--- config.mk ---
export PLATFORM = sky130hd
export DESIGN_NAME = fb_write_arbiter
export DESIGN_NICKNAME = d
export VERILOG_FILES = /design/src/rtl/gpu_pkg.sv /design/src/rtl/rr_arbiter.sv /design/src/rtl/fb_write_arbiter.sv
export SDC_FILE = /design/constraint.sdc
export NUM_CORES = 1
export LEC_CHECK = 0
export ABC_AREA = 1
export BUFFER_PORTS_ARGS = -buffer_cell sky130_fd_sc_hd__buf_2
export CAP_MARGIN = 20
export CORE_MARGIN = 2
export CORE_UTILIZATION = 42
export DETAILED_ROUTE_END_ITERATION = 10
export PLACE_DENSITY = 0.69
export SYNTH_ARGS = -nofsm -noshare
export SYNTH_HDL_FRONTEND = slang
export SYNTH_SLANG_ARGS = --single-unit
--- constraint.sdc ---
create_clock -name clk -period 1.67 [get_ports clk]
set_input_delay 0.334 -clock clk [delete_from_list [all_inputs] [get_ports clk]]
set_output_delay 0.334 -clock clk [all_outputs]
set_load 0.02 [all_outputs]
--- src/rtl/gpu_pkg.sv ---
// Shared types and width helpers for the GPU framebuffer write path.
// Latency: n/a (package only).
// Backpressure: n/a (package only).
package gpu_pkg;

   // Two-state write-port owner: requesters (ARB) or the clear sequencer (CLEAR).
   typedef enum logic {
      ARB   = 1'b0,
      CLEAR = 1'b1
   } fbarb_state_t;

   // Width of a pixel coordinate for a given framebuffer dimension.
   function automatic int coord_bits(input int resolution);
      return $clog2(resolution);
   endfunction

   // Width of a palette index.
   function automatic int index_bits(input int palette_length);
      return $clog2(palette_length);
   endfunction

   // Width of a requester id; never narrower than one bit.
   function automatic int id_bits(input int num_req);
      return (num_req > 1) ? $clog2(num_req) : 1;
   endfunction

endpackage

--- src/rtl/rr_arbiter.sv ---
// Round-robin arbiter: picks the first valid requester after the last winner.
// Latency: grant/id are combinational from valid; pointer updates on the clock edge.
// Backpressure: pointer only moves when the caller reports a completed transfer (advance).
//
// Ports:
//   clk, reset  clock and synchronous active-low reset
//   valid       per-requester request
//   advance     a transfer to the current winner completes this cycle
//   grant       one-hot winner (all zero when nothing is valid)
//   id          binary index of the winner
module rr_arbiter
   import gpu_pkg::*;
#(
   parameter  int N       = 2,
   localparam int ID_BITS = id_bits(N)
) (
   input  logic               clk,
   input  logic               reset,
   input  logic [N-1:0]       valid,
   input  logic               advance,
   output logic [N-1:0]       grant,
   output logic [ID_BITS-1:0] id
);

   logic [ID_BITS-1:0] last;
   logic [ID_BITS-1:0] cand;
   logic               found;

   // Search last+1, last+2, ... wrapping; the last winner is visited last.
   always_comb begin
      grant = '0;
      id    = '0;
      cand  = '0;
      found = 1'b0;
      for (int k = 1; k <= N; k++) begin
         cand = ID_BITS'((int'(last) + k) % N);
         if (!found && valid[cand]) begin
            found       = 1'b1;
            id          = cand;
            grant[cand] = 1'b1;
         end
      end
   end

   // Reset to N-1 so requester 0 has first priority.
   always_ff @(posedge clk) begin
      if (!reset) begin
         last <= ID_BITS'(N - 1);
      end else if (advance && found) begin
         last <= id;
      end
   end

endmodule

--- src/rtl/fb_write_arbiter.sv ---
// Shares the framebuffer write port between NUM_REQ requesters plus a full-frame clear sequencer.
// Latency: accepted beat appears on fb_wr_* one cycle later; clear writes one pixel per cycle from N+1.
// Backpressure: combinational req_ready (one winner, none while clearing or on clear_start); fb port never stalls.
//
// Ports:
//   clk, reset                     clock and synchronous active-low reset
//   req_valid/req_ready            per-requester handshake
//   req_x/req_y/req_index          packed payloads, requester i at [i*W +: W]
//   clear_start/clear_index        start pulse and fill index for a full-frame clear
//   clear_busy                     clear in progress
//   fb_wr_x/y/index/en             registered framebuffer write
//   grant_id                       source of the current write (0 during clear)
module fb_write_arbiter
   import gpu_pkg::*;
#(
   parameter  int RESOLUTION_X   = 400,
   parameter  int RESOLUTION_Y   = 300,
   parameter  int PALETTE_LENGTH = 256,
   parameter  int NUM_REQ        = 2,
   localparam int X_BITS         = coord_bits(RESOLUTION_X),
   localparam int Y_BITS         = coord_bits(RESOLUTION_Y),
   localparam int INDEX_BITS     = index_bits(PALETTE_LENGTH),
   localparam int ID_BITS        = id_bits(NUM_REQ)
) (
   input  logic                          clk,
   input  logic                          reset,
   input  logic [NUM_REQ-1:0]            req_valid,
   output logic [NUM_REQ-1:0]            req_ready,
   input  logic [NUM_REQ*X_BITS-1:0]     req_x,
   input  logic [NUM_REQ*Y_BITS-1:0]     req_y,
   input  logic [NUM_REQ*INDEX_BITS-1:0] req_index,
   input  logic                          clear_start,
   input  logic [INDEX_BITS-1:0]         clear_index,
   output logic                          clear_busy,
   output logic [X_BITS-1:0]             fb_wr_x,
   output logic [Y_BITS-1:0]             fb_wr_y,
   output logic [INDEX_BITS-1:0]         fb_wr_index,
   output logic                          fb_wr_en,
   output logic [ID_BITS-1:0]            grant_id
);

   fbarb_state_t            state;
   fbarb_state_t            state_nxt;
   logic [X_BITS-1:0]       cx;
   logic [Y_BITS-1:0]       cy;
   logic [X_BITS-1:0]       cx_nxt;
   logic [Y_BITS-1:0]       cy_nxt;
   logic [INDEX_BITS-1:0]   fill;
   logic                    clear_last;
   logic                    clear_accept;
   logic                    xfer;
   logic [NUM_REQ-1:0]      arb_grant;
   logic [ID_BITS-1:0]      arb_id;
   logic [X_BITS-1:0]       sel_x;
   logic [Y_BITS-1:0]       sel_y;
   logic [INDEX_BITS-1:0]   sel_index;
   logic                    in_range;

   rr_arbiter #(
      .N(NUM_REQ)
   ) u_rr (
      .clk    (clk),
      .reset  (reset),
      .valid  (req_valid),
      .advance(xfer),
      .grant  (arb_grant),
      .id     (arb_id)
   );

   // cx/cy name the pixel currently on the fb_wr outputs during a clear.
   assign clear_last = (cx == X_BITS'(RESOLUTION_X - 1)) && (cy == Y_BITS'(RESOLUTION_Y - 1));

   always_comb begin
      cx_nxt = cx + X_BITS'(1);
      cy_nxt = cy;
      if (cx == X_BITS'(RESOLUTION_X - 1)) begin
         cx_nxt = '0;
         cy_nxt = cy + Y_BITS'(1);
      end
   end

   // State register.
   always_ff @(posedge clk) begin
      if (!reset) begin
         state <= ARB;
      end else begin
         state <= state_nxt;
      end
   end

   // Next-state logic.
   always_comb begin
      state_nxt = state;
      case (state)
         ARB:     if (clear_start) state_nxt = CLEAR;
         CLEAR:   if (clear_last)  state_nxt = ARB;
         default: state_nxt = ARB;
      endcase
   end

   // Output decode. clear_start suppresses grants in the same cycle so the
   // clear always wins the port; a start while busy is simply not decoded.
   always_comb begin
      req_ready    = '0;
      clear_busy   = 1'b0;
      clear_accept = 1'b0;
      case (state)
         ARB: begin
            clear_accept = clear_start;
            if (!clear_start) req_ready = arb_grant;
         end
         CLEAR:   clear_busy = 1'b1;
         default: ;
      endcase
   end

   assign xfer = |(req_valid & req_ready);

   // Winner payload mux.
   assign sel_x     = req_x[int'(arb_id)*X_BITS +: X_BITS];
   assign sel_y     = req_y[int'(arb_id)*Y_BITS +: Y_BITS];
   assign sel_index = req_index[int'(arb_id)*INDEX_BITS +: INDEX_BITS];
   assign in_range  = (int'(sel_x) < RESOLUTION_X) && (int'(sel_y) < RESOLUTION_Y);

   // Clear counters and registered write port. Out-of-range beats are
   // consumed without a write and leave the held coordinates untouched.
   always_ff @(posedge clk) begin
      if (!reset) begin
         cx          <= '0;
         cy          <= '0;
         fill        <= '0;
         fb_wr_x     <= '0;
         fb_wr_y     <= '0;
         fb_wr_index <= '0;
         fb_wr_en    <= 1'b0;
         grant_id    <= '0;
      end else begin
         fb_wr_en <= 1'b0;
         if (clear_accept) begin
            fill        <= clear_index;
            cx          <= '0;
            cy          <= '0;
            fb_wr_x     <= '0;
            fb_wr_y     <= '0;
            fb_wr_index <= clear_index;
            fb_wr_en    <= 1'b1;
            grant_id    <= '0;
         end else if (state == CLEAR && !clear_last) begin
            cx          <= cx_nxt;
            cy          <= cy_nxt;
            fb_wr_x     <= cx_nxt;
            fb_wr_y     <= cy_nxt;
            fb_wr_index <= fill;
            fb_wr_en    <= 1'b1;
         end else if (xfer && in_range) begin
            fb_wr_x     <= sel_x;
            fb_wr_y     <= sel_y;
            fb_wr_index <= sel_index;
            fb_wr_en    <= 1'b1;
            grant_id    <= arb_id;
         end
      end
   end

endmodule

==> results of run 1 <==
## timing repair
item	4_1_cts	5_1_grt
endpoints found under the setup margin	49	49
setup buffers	18	14
gates cloned	3	3
resized for setup	72	52
hold buffers	0	0
pin swaps	41	23
## routing by layer
metal,vias to the layer above,track usage
li1,2040,-
met1,1852,0.317
met2,179,0.429
met3,25,0.0358
met4,0,0.0637
met5,-,0
## worst max path at each step
stage,startpoint,end,slack [ns],cells after the start
finish,cx[1]$_SDFFE_PP0P_,fb_wr_index[2]$_SDFFE_PN0P_,-0.19,12
CTS,cx[1]$_SDFFE_PP0P_,fb_wr_index[1]$_SDFFE_PN0P_,-0.14,13
floorplan,cx[0]$_SDFFE_PP0P_,fb_wr_y[0]$_SDFFE_PP0P_,-0.01,11
global route,cx[1]$_SDFFE_PP0P_,fb_wr_index[2]$_SDFFE_PN0P_,-0.30,12
detailed placement,cx[1]$_SDFFE_PP0P_,fb_wr_index[2]$_SDFFE_PN0P_,-0.36,12
global placement,cx[0]$_SDFFE_PP0P_,fb_wr_index[2]$_SDFFE_PN0P_,-0.37,12
## layout by cell type (no fill, tap or decap), types with 7 or more instances in the layout
cell type / instances
sky130_fd_sc_hd__nor2_1: 61
sky130_fd_sc_hd__buf_6: 21
sky130_fd_sc_hd__nand2_1: 138
sky130_fd_sc_hd__inv_1: 36
sky130_fd_sc_hd__nand3b_1: 18
sky130_fd_sc_hd__a21oi_2: 13
sky130_fd_sc_hd__nor2_2: 9
sky130_fd_sc_hd__dfxtp_1: 50
sky130_fd_sc_hd__buf_2: 93
sky130_fd_sc_hd__nand3_1: 31
sky130_fd_sc_hd__o21ai_2: 8
sky130_fd_sc_hd__a21oi_1: 23
sky130_fd_sc_hd__o21ai_0: 17
sky130_fd_sc_hd__nand2_2: 27
sky130_fd_sc_hd__buf_4: 79
sky130_fd_sc_hd__nor2_4: 8
sky130_fd_sc_hd__o21ai_1: 7
sky130_fd_sc_hd__buf_12: 8
## where the power goes
| group | switching, W | internal (W) |
|---|---|---|
| Sequential | 0.0000409 | 0.00141 |
| Combinational | 0.000652 | 0.000566 |
| Clock | 0.000490 | 0.000303 |
## tightest hold or removal path, stage by stage
cell,delay (ns)
sky130_fd_sc_hd__buf_2,0.10
sky130_fd_sc_hd__nand2_1,0.07
sky130_fd_sc_hd__a21oi_1,0.06
## cell families after synthesis
logic type,count (synthesis),synth area share
and+or+nand+nor,310,0.417
AOI/OAI and AO/OA,78,0.133
buffers and inverters,65,0.0891
DFF,56,0.340
xor gates and xnor gates,5,0.0133
adders and majority gates,2,0.00759
## registers in the layout, indices dropped and copies added, names as in the netlist, 8 cells and up
| name | flops |
|---|---|
| fb_wr_x | 9 |
| fb_wr_index | 8 |
| cx | 9 |
| cy | 9 |
| fb_wr_y | 9 |
| fill | 8 |
## synth_stat cells
cell and n:
sky130_fd_sc_hd__nor2_8 1, sky130_fd_sc_hd__nor2_1 70, sky130_fd_sc_hd__xnor2_1 1, sky130_fd_sc_hd__ha_1 2, sky130_fd_sc_hd__nand3_1 33, sky130_fd_sc_hd__o21bai_4 1
sky130_fd_sc_hd__buf_1 1, sky130_fd_sc_hd__a21oi_1 36, sky130_fd_sc_hd__o21ai_2 2, sky130_fd_sc_hd__buf_6 5, sky130_fd_sc_hd__clkbuf_1 6, sky130_fd_sc_hd__a21oi_4 1
sky130_fd_sc_hd__o22ai_1 3, sky130_fd_sc_hd__nand2_1 163, sky130_fd_sc_hd__nor2_2 3, sky130_fd_sc_hd__o21ai_1 1, sky130_fd_sc_hd__xor2_1 4, sky130_fd_sc_hd__nand2_2 8
sky130_fd_sc_hd__buf_4 1, sky130_fd_sc_hd__o31ai_1 1, sky130_fd_sc_hd__o21ai_0 30, sky130_fd_sc_hd__a21boi_0 1, sky130_fd_sc_hd__o221ai_1 1, sky130_fd_sc_hd__nand3b_1 18
sky130_fd_sc_hd__nand4_1 4, sky130_fd_sc_hd__or2_2 7, sky130_fd_sc_hd__buf_2 7, sky130_fd_sc_hd__nand4_4 1, sky130_fd_sc_hd__clkinv_1 3, sky130_fd_sc_hd__nor2_4 2
sky130_fd_sc_hd__inv_2 4, sky130_fd_sc_hd__dfxtp_1 56, sky130_fd_sc_hd__o211ai_1 1, sky130_fd_sc_hd__inv_1 38
## metrics by stage
stage	util	cells
global placement	0.576	770
CTS	0.644	798
global route	0.685	815
floorplan	-	516
detailed placement	0.576	770
finish	0.685	815
## layout make-up
class | count | area [µm²]
sequential | 56 | 1130
timing repair buffer | 206 | 1550
fill | 623 | 2410
multi-input combinational | 398 | 2160
inverter | 45 | 183
tap | 102 | 128
clock inverter | 3 | 22.5
clock buffer | 5 | 68.8
==> out/results.md, run 1 <==
| Metric | Reported |
|:---|:---|
| Status | complete, but fails checks |
| Violations in the final reports | setup timing |
| Via count of the first global-routing pass | 3812 |
| Post-synth net total | 583 |
| ANT nets after route | 0 |
| Rows | 32 |
| Post-synthesis area per instance | 6.39 µm² |
| Synth-to-layout area growth | 58.9% |
| Fmax | 0.536 GHz |
| Slowest cell delay on critical path | 0.37 ns |
| Clock Path Buffers | 2 |
| Setup ws final | -0.195 ns |
| NumNets Final | 779 |
| Remaining routing DRC violations | 0 |
| Number of cells produced by synthesis | 516 |
| Portion of the post-synthesis area used by sequential elements | 0.340 |
| Violation count after the first detailed-route iteration | 255 |
| CP Cell Sequence | ha_4 -> nand2_4 -> nor2_4 -> nand4_4 -> buf_6 -> o21ai_4 -> buf_6 -> o21ai_0 -> nand3_1 -> nand2_1 -> nor2_1 -> nor2_1 |
| Number of antenna violations at the first check in global routing | 0 |
| Slew at the pin closest to its max-slew limit | 0.361 ns |
| Classification of the worst setup path | reg -> reg |
| Die outline height | 92.6 µm |
| Layout cells sized above 1 | 0.442 |
| Final total negative setup slack | -5.49 ns |
| Endpoint of the worst hold-timing path | fill[3]$_SDFFE_PN0P_ |
| Die width | 92.6 µm |
| CTS clock-pin slew for the worst setup and hold paths | 0.11 ns |
| Number of flip-flops and latches in the synthesized netlist | 56 |
| Register-to-register setup slack | -0.19 ns |
| Top cells by area, synth | sky130_fd_sc_hd__dfxtp_1, sky130_fd_sc_hd__nand2_1, sky130_fd_sc_hd__nor2_1 |
| Initial Util | 0.431 |
| Wire length of the first global-routing pass | 17.1 mm |
| Final setup vio count | 48 |
| Final Instance Area | 5240 µm² |
| GRT overflow | 0 |
| Reg2reg path depth | 12 |
| Critical register-to-register path startpoint | cx[1]$_SDFFE_PP0P_ |
| Slowest library cell on the worst path | sky130_fd_sc_hd__dfxtp_2 |
| Max Used Layer | met4 |
| Sink count of the clock tree | 56 |
| Placed standard-cell area | 4410 µm² |
| Startpoint class of the critical path | flop |
| Length of routed met3 wiring | 852 µm |
| Routed length per placed instance | 13.6 µm |
| Design Power | 0.00346 W |
| Core box area | 7650 µm² |
| Static leakage power | 2.60 nW |
| Number of warnings printed during yosys synthesis | 0 |
| Max-slew violation total from the final report | 0 |
| Setup crit end kind | flop |
| Crit path required time | 1.89 ns |
| Synthesized cell area | 3300 µm² |
| Port Buffers | 95 |
| Post-place setup slack | -0.359 ns |
| Count of antenna diodes in the layout | 0 |
| Clock root buffer master | sky130_fd_sc_hd__clkbuf_8 |
| CTS H-tree depth | 2 |
| Final weighted congestion in routability-driven placement | 0.882 |
| Worst vdd ir | 0.497 mV |
| Die area | 8580 µm² |
| Minimum period implied by the final worst setup slack | 1.86 ns |
| Fraction of post-synthesis cell area in the top cell type by area | 0.340 |
| Arr. time, crit path | 2.08 ns |
| Setup repair after global routing missed its margin | yes |
| Buffers and inverters on the worst path | 2 |
| Routed wire length on met2 | 5.29 mm |
| Sum of net half-perimeters after detailed placement | 7.48 mm |
| Pwr Density | 661 nW/µm² |
| Critical path peak fanout | 7 |
| Sum of routed wire segments on met1 | 4.69 mm |
| Type of the worst min-delay path | in -> reg |
| Worst slew margin relative to its limit | 0.757 |
| CTS buffer count | 5 |
| Via Count | 4096 |
| CTS tree | built |
| Final Hold Viols | 0 |
| Worst clock skew on the final layout | 0.00829 ns |
| Endpoint of the lowest-slack register-to-register path | fb_wr_index[2]$_SDFFE_PN0P_ |
| Later-pin clock latency in the skew report | 0.31 ns |
| Smallest hold slack | 0.284 ns |
| Largest delay share family, worst path | simple AND/OR/NAND/NOR gates |
| Maxcap violations | 0 |
| Post-synth cell types | 34 |
| Hold wc startpoint | clear_index[3] |
| Average via count per standard cell | 5.03 |
| Final routed wirelength across all metal layers | 11.1 mm |
| Hold path cells | 3 |
| Post-route fraction of the period consumed by the critical path | 1.12 |
| Largest area contributor in the netlist | sky130_fd_sc_hd__dfxtp_1 |
| Pin count of the biggest net entering global routing | 27 |
| Number of iterations in the first detailed-routing pass | 5 |
| Number of top-level pins | 96 |
| All-layer global routing usage | 0.245 |
No activity file was read; power rests on OpenSTA's default activity.
==> run 2, diff against run 1 <==
--- a/config.mk
+++ b/config.mk
@@ -12,6 +12,7 @@
 export CORE_UTILIZATION = 42
 export DETAILED_ROUTE_END_ITERATION = 10
 export PLACE_DENSITY = 0.69
+export SETUP_SLACK_MARGIN = 0.1
 export SYNTH_ARGS = -nofsm -noshare
 export SYNTH_HDL_FRONTEND = slang
 export SYNTH_SLANG_ARGS = --single-unit
==> constraint.sdc (replaced) <==
create_clock -name clk -period 1.55 [get_ports clk]
set_input_delay 0.31 -clock clk [delete_from_list [all_inputs] [get_ports clk]]
set_output_delay 0.31 -clock clk [all_outputs]
set_load 0.02 [all_outputs]
==> out/results.md, run 2 (synthesis results as in run 1) <==
| Metric | Reported | vs previous |
|:---|:---|:---|
| Setup repair after global routing missed its margin | yes | unchanged |
| Final Hold Viols | 0 | unchanged |
| Port Buffers | 95 | unchanged |
| Arr. time, crit path | 2.02 ns | was 2.08 ns |
| Register-to-register setup slack | -0.25 ns | was -0.19 ns |
| Count of antenna diodes in the layout | 0 | unchanged |
| Endpoint of the lowest-slack register-to-register path | fb_wr_x[2]$_SDFFE_PP0P_ | was fb_wr_index[2]$_SDFFE_PN0P_ |
| Endpoint of the worst hold-timing path | fill[3]$_SDFFE_PN0P_ | unchanged |
| NumNets Final | 743 | was 779 |
| Crit path required time | 1.77 ns | was 1.89 ns |
| Slowest cell delay on critical path | 0.37 ns | about the same |
| Via count of the first global-routing pass | 3393 | was 3812 |
| Maxcap violations | 0 | unchanged |
| Reg2reg path depth | 11 | was 12 |
| Post-route fraction of the period consumed by the critical path | 1.16 | was 1.12 |
| Static leakage power | 2.42 nW | was 2.60 nW |
| Minimum period implied by the final worst setup slack | 1.80 ns | was 1.86 ns |
| Critical register-to-register path startpoint | cx[0]$_SDFFE_PP0P_ | was cx[1]$_SDFFE_PP0P_ |
| Average via count per standard cell | 4.90 | was 5.03 |
| Via Count | 3817 | was 4096 |
| Pin count of the biggest net entering global routing | 30 | was 27 |
| Final instance count without filler cells | 779 | was 815 |
| Final setup vio count | 49 | was 48 |
| Classification of the worst setup path | reg -> reg | unchanged |
| Remaining routing DRC violations | 0 | unchanged |
| Setup ws final | -0.250 ns | was -0.195 ns |
| GRT overflow | 0 | unchanged |
| Hold wc startpoint | clear_index[3] | unchanged |
| Design Power | 0.00355 W | was 0.00346 W |
| Final Instance Area | 4880 µm² | was 5240 µm² |
| Die outline height | 92.6 µm | unchanged |
| CTS H-tree depth | 2 | unchanged |
| Worst vdd ir | 0.414 mV | was 0.497 mV |
| Wire length of the first global-routing pass | 15.7 mm | was 17.1 mm |
| CP Cell Sequence | ha_4 -> nand2_4 -> nor2_4 -> nand4_4 -> nor2_4 -> nor2_4 -> buf_6 -> nand3_1 -> o21ai_1 -> nor2_1 -> nor2_2 | was ha_4 -> nand2_4 -> nor2_4 -> nand4_4 -> buf_6 -> o21ai_4 -> buf_6 -> o21ai_0 -> nand3_1 -> nand2_1 -> nor2_1 -> nor2_1 |
| Type of the worst min-delay path | in -> reg | unchanged |
| Number of placed cells counting well taps | 760 | was 770 |
| Number of iterations in the first detailed-routing pass | 4 | was 5 |
| Placed standard-cell area | 4400 µm² | was 4410 µm² |
| ANT nets after route | 0 | unchanged |
| Final weighted congestion in routability-driven placement | 0.892 | was 0.882 |
| Number of antenna violations at the first check in global routing | 0 | unchanged |
| Clock root buffer master | sky130_fd_sc_hd__clkbuf_8 | unchanged |
| Max-slew violation total from the final report | 0 | unchanged |
| Die area | 8580 µm² | unchanged |
| Critical path peak fanout | 6 | was 7 |
| Most frequent cells in the layout | sky130_fd_sc_hd__nand2_1, sky130_fd_sc_hd__buf_2, sky130_fd_sc_hd__nor2_1 | was sky130_fd_sc_hd__nand2_1, sky130_fd_sc_hd__buf_2, sky130_fd_sc_hd__buf_4 |
| Hold path cells | 3 | unchanged |
| All-layer global routing usage | 0.225 | was 0.245 |
| Die width | 92.6 µm | unchanged |
| Violations in the final reports | setup timing | unchanged |
| Sink count of the clock tree | 56 | unchanged |
| Core box area | 7650 µm² | unchanged |
| Number of top-level pins | 96 | unchanged |
| CTS tree | built | unchanged |
| Clock Path Buffers | 2 | unchanged |
| Later-pin clock latency in the skew report | 0.32 ns | was 0.31 ns |
| Sum of net half-perimeters after detailed placement | 7.07 mm | was 7.48 mm |
| Status | complete, but fails checks | unchanged |
| Layout cells sized above 1 | 0.414 | was 0.442 |
| Worst slew margin relative to its limit | 0.781 | was 0.757 |
| Leading cell type in the layout, fill and taps excluded | sky130_fd_sc_hd__nand2_1 | unchanged |
| Violation count after the first detailed-route iteration | 219 | was 255 |
| Setup crit end kind | flop | unchanged |
| CTS buffer count | 5 | unchanged |
| Final routed wirelength across all metal layers | 10.1 mm | was 11.1 mm |
| Initial Util | 0.431 | unchanged |
| Most repeated library cell on the critical path | sky130_fd_sc_hd__nor2_4 |  |
| Cts hold-fix bufs | 0 | unchanged |
| Rows | 32 | unchanged |
| Slew at the pin closest to its max-slew limit | 0.326 ns | was 0.361 ns |
| Startpoint class of the critical path | flop | unchanged |
| Synth-to-layout area growth | 48.1% | was 58.9% |
| Fmax | 0.555 GHz | was 0.536 GHz |
| Slowest library cell on the worst path | sky130_fd_sc_hd__dfxtp_2 | unchanged |
| Worst clock skew on the final layout | 0.0129 ns | was 0.00829 ns |
| Utilization after layout | 0.639 | was 0.685 |
| Routed length per placed instance | 12.9 µm | was 13.6 µm |
| CTS clock-pin slew for the worst setup and hold paths | 0.12 ns | was 0.11 ns |
| Pwr Density | 728 nW/µm² | was 661 nW/µm² |
## run 2: changes by cell type in the layout (fill, tap and decap cells not counted), sizes merged
cell	change
nor2	-2
nand2	+1
clkbuf	-1
clkinvlp	+1
inv	-1
o21bai	+1
buf	-35
## run 2: layout make-up
cell class,count,area (µm²)
clock buffer,5,68.8
clock inverter,3,22.5
fill,707,2760
inverter,45,184
multi-input combinational,398,2200
sequential,56,1130
tap,102,128
timing repair buffer,170,1150
## run 2: per-layer routing
metal	track usage	part of all wire	vias up
li1	-	-	1985
met3	0.0309	0.058	7
met1	0.309	0.45	1710
met2	0.383	0.48	115
met4	0.0417	0.0090	0
met5	0	0	-
## run 2: what timing repair did
item	CTS	global route
gates cloned	2	1
setup buffers	2	6
resized for setup	36	60
endpoints found under the setup margin	49	52
pin swaps	17	12
hold endpoints to repair	0	0
## run 2: metrics by stage
stage / worst slack, ns / TNS [ns] / hold slack [ns]
2_1_floorplan: -0.0607 / -1.27 / 0.446
3_3_place_gp: -0.268 / -7.75 / 0.451
3_5_place_dp: -0.346 / -9.91 / 0.458
4_1_cts: -0.196 / -6.57 / 0.252
5_1_grt: -0.364 / -12.33 / 0.262
6_report: -0.250 / -8.22 / 0.248
## run 2: report_power, final
| group | switching (W) | leakage (nW) | internal (W) |
|---|---|---|---|
| clock network | 0.000529 | 0.0485 | 0.000326 |
| registers | 0.0000407 | 0.459 | 0.00152 |
| logic | 0.000651 | 1.91 | 0.000485 |
## run 2: how the worst max path moves through the flow
stage | start | endpoint | cells past startpoint
2_1_floorplan | cx[1]$_SDFFE_PP0P_ | fb_wr_index[0]$_SDFFE_PN0P_ | 11
3_3_place_gp | cy[1]$_SDFFE_PP0P_ | fb_wr_index[2]$_SDFFE_PN0P_ | 12
5_1_grt | u_rr.last$_SDFFE_PN1P_ | fb_wr_x[2]$_SDFFE_PP0P_ | 11
6_report | cx[0]$_SDFFE_PP0P_ | fb_wr_x[2]$_SDFFE_PP0P_ | 11
4_1_cts | cx[0]$_SDFFE_PP0P_ | fb_wr_x[3]$_SDFFE_PP0P_ | 11
3_5_place_dp | req_valid[1] | fb_wr_x[6]$_SDFFE_PP0P_ | 12
## run 2: worst max-delay path: cells and delay by family (launching register included)
kind,cells,cell delay [ns]
buf+inv,1,0.15
fa+ha+maj,1,0.15
flops,1,0.37
simple gates,8,0.96
compound gates,1,0.07
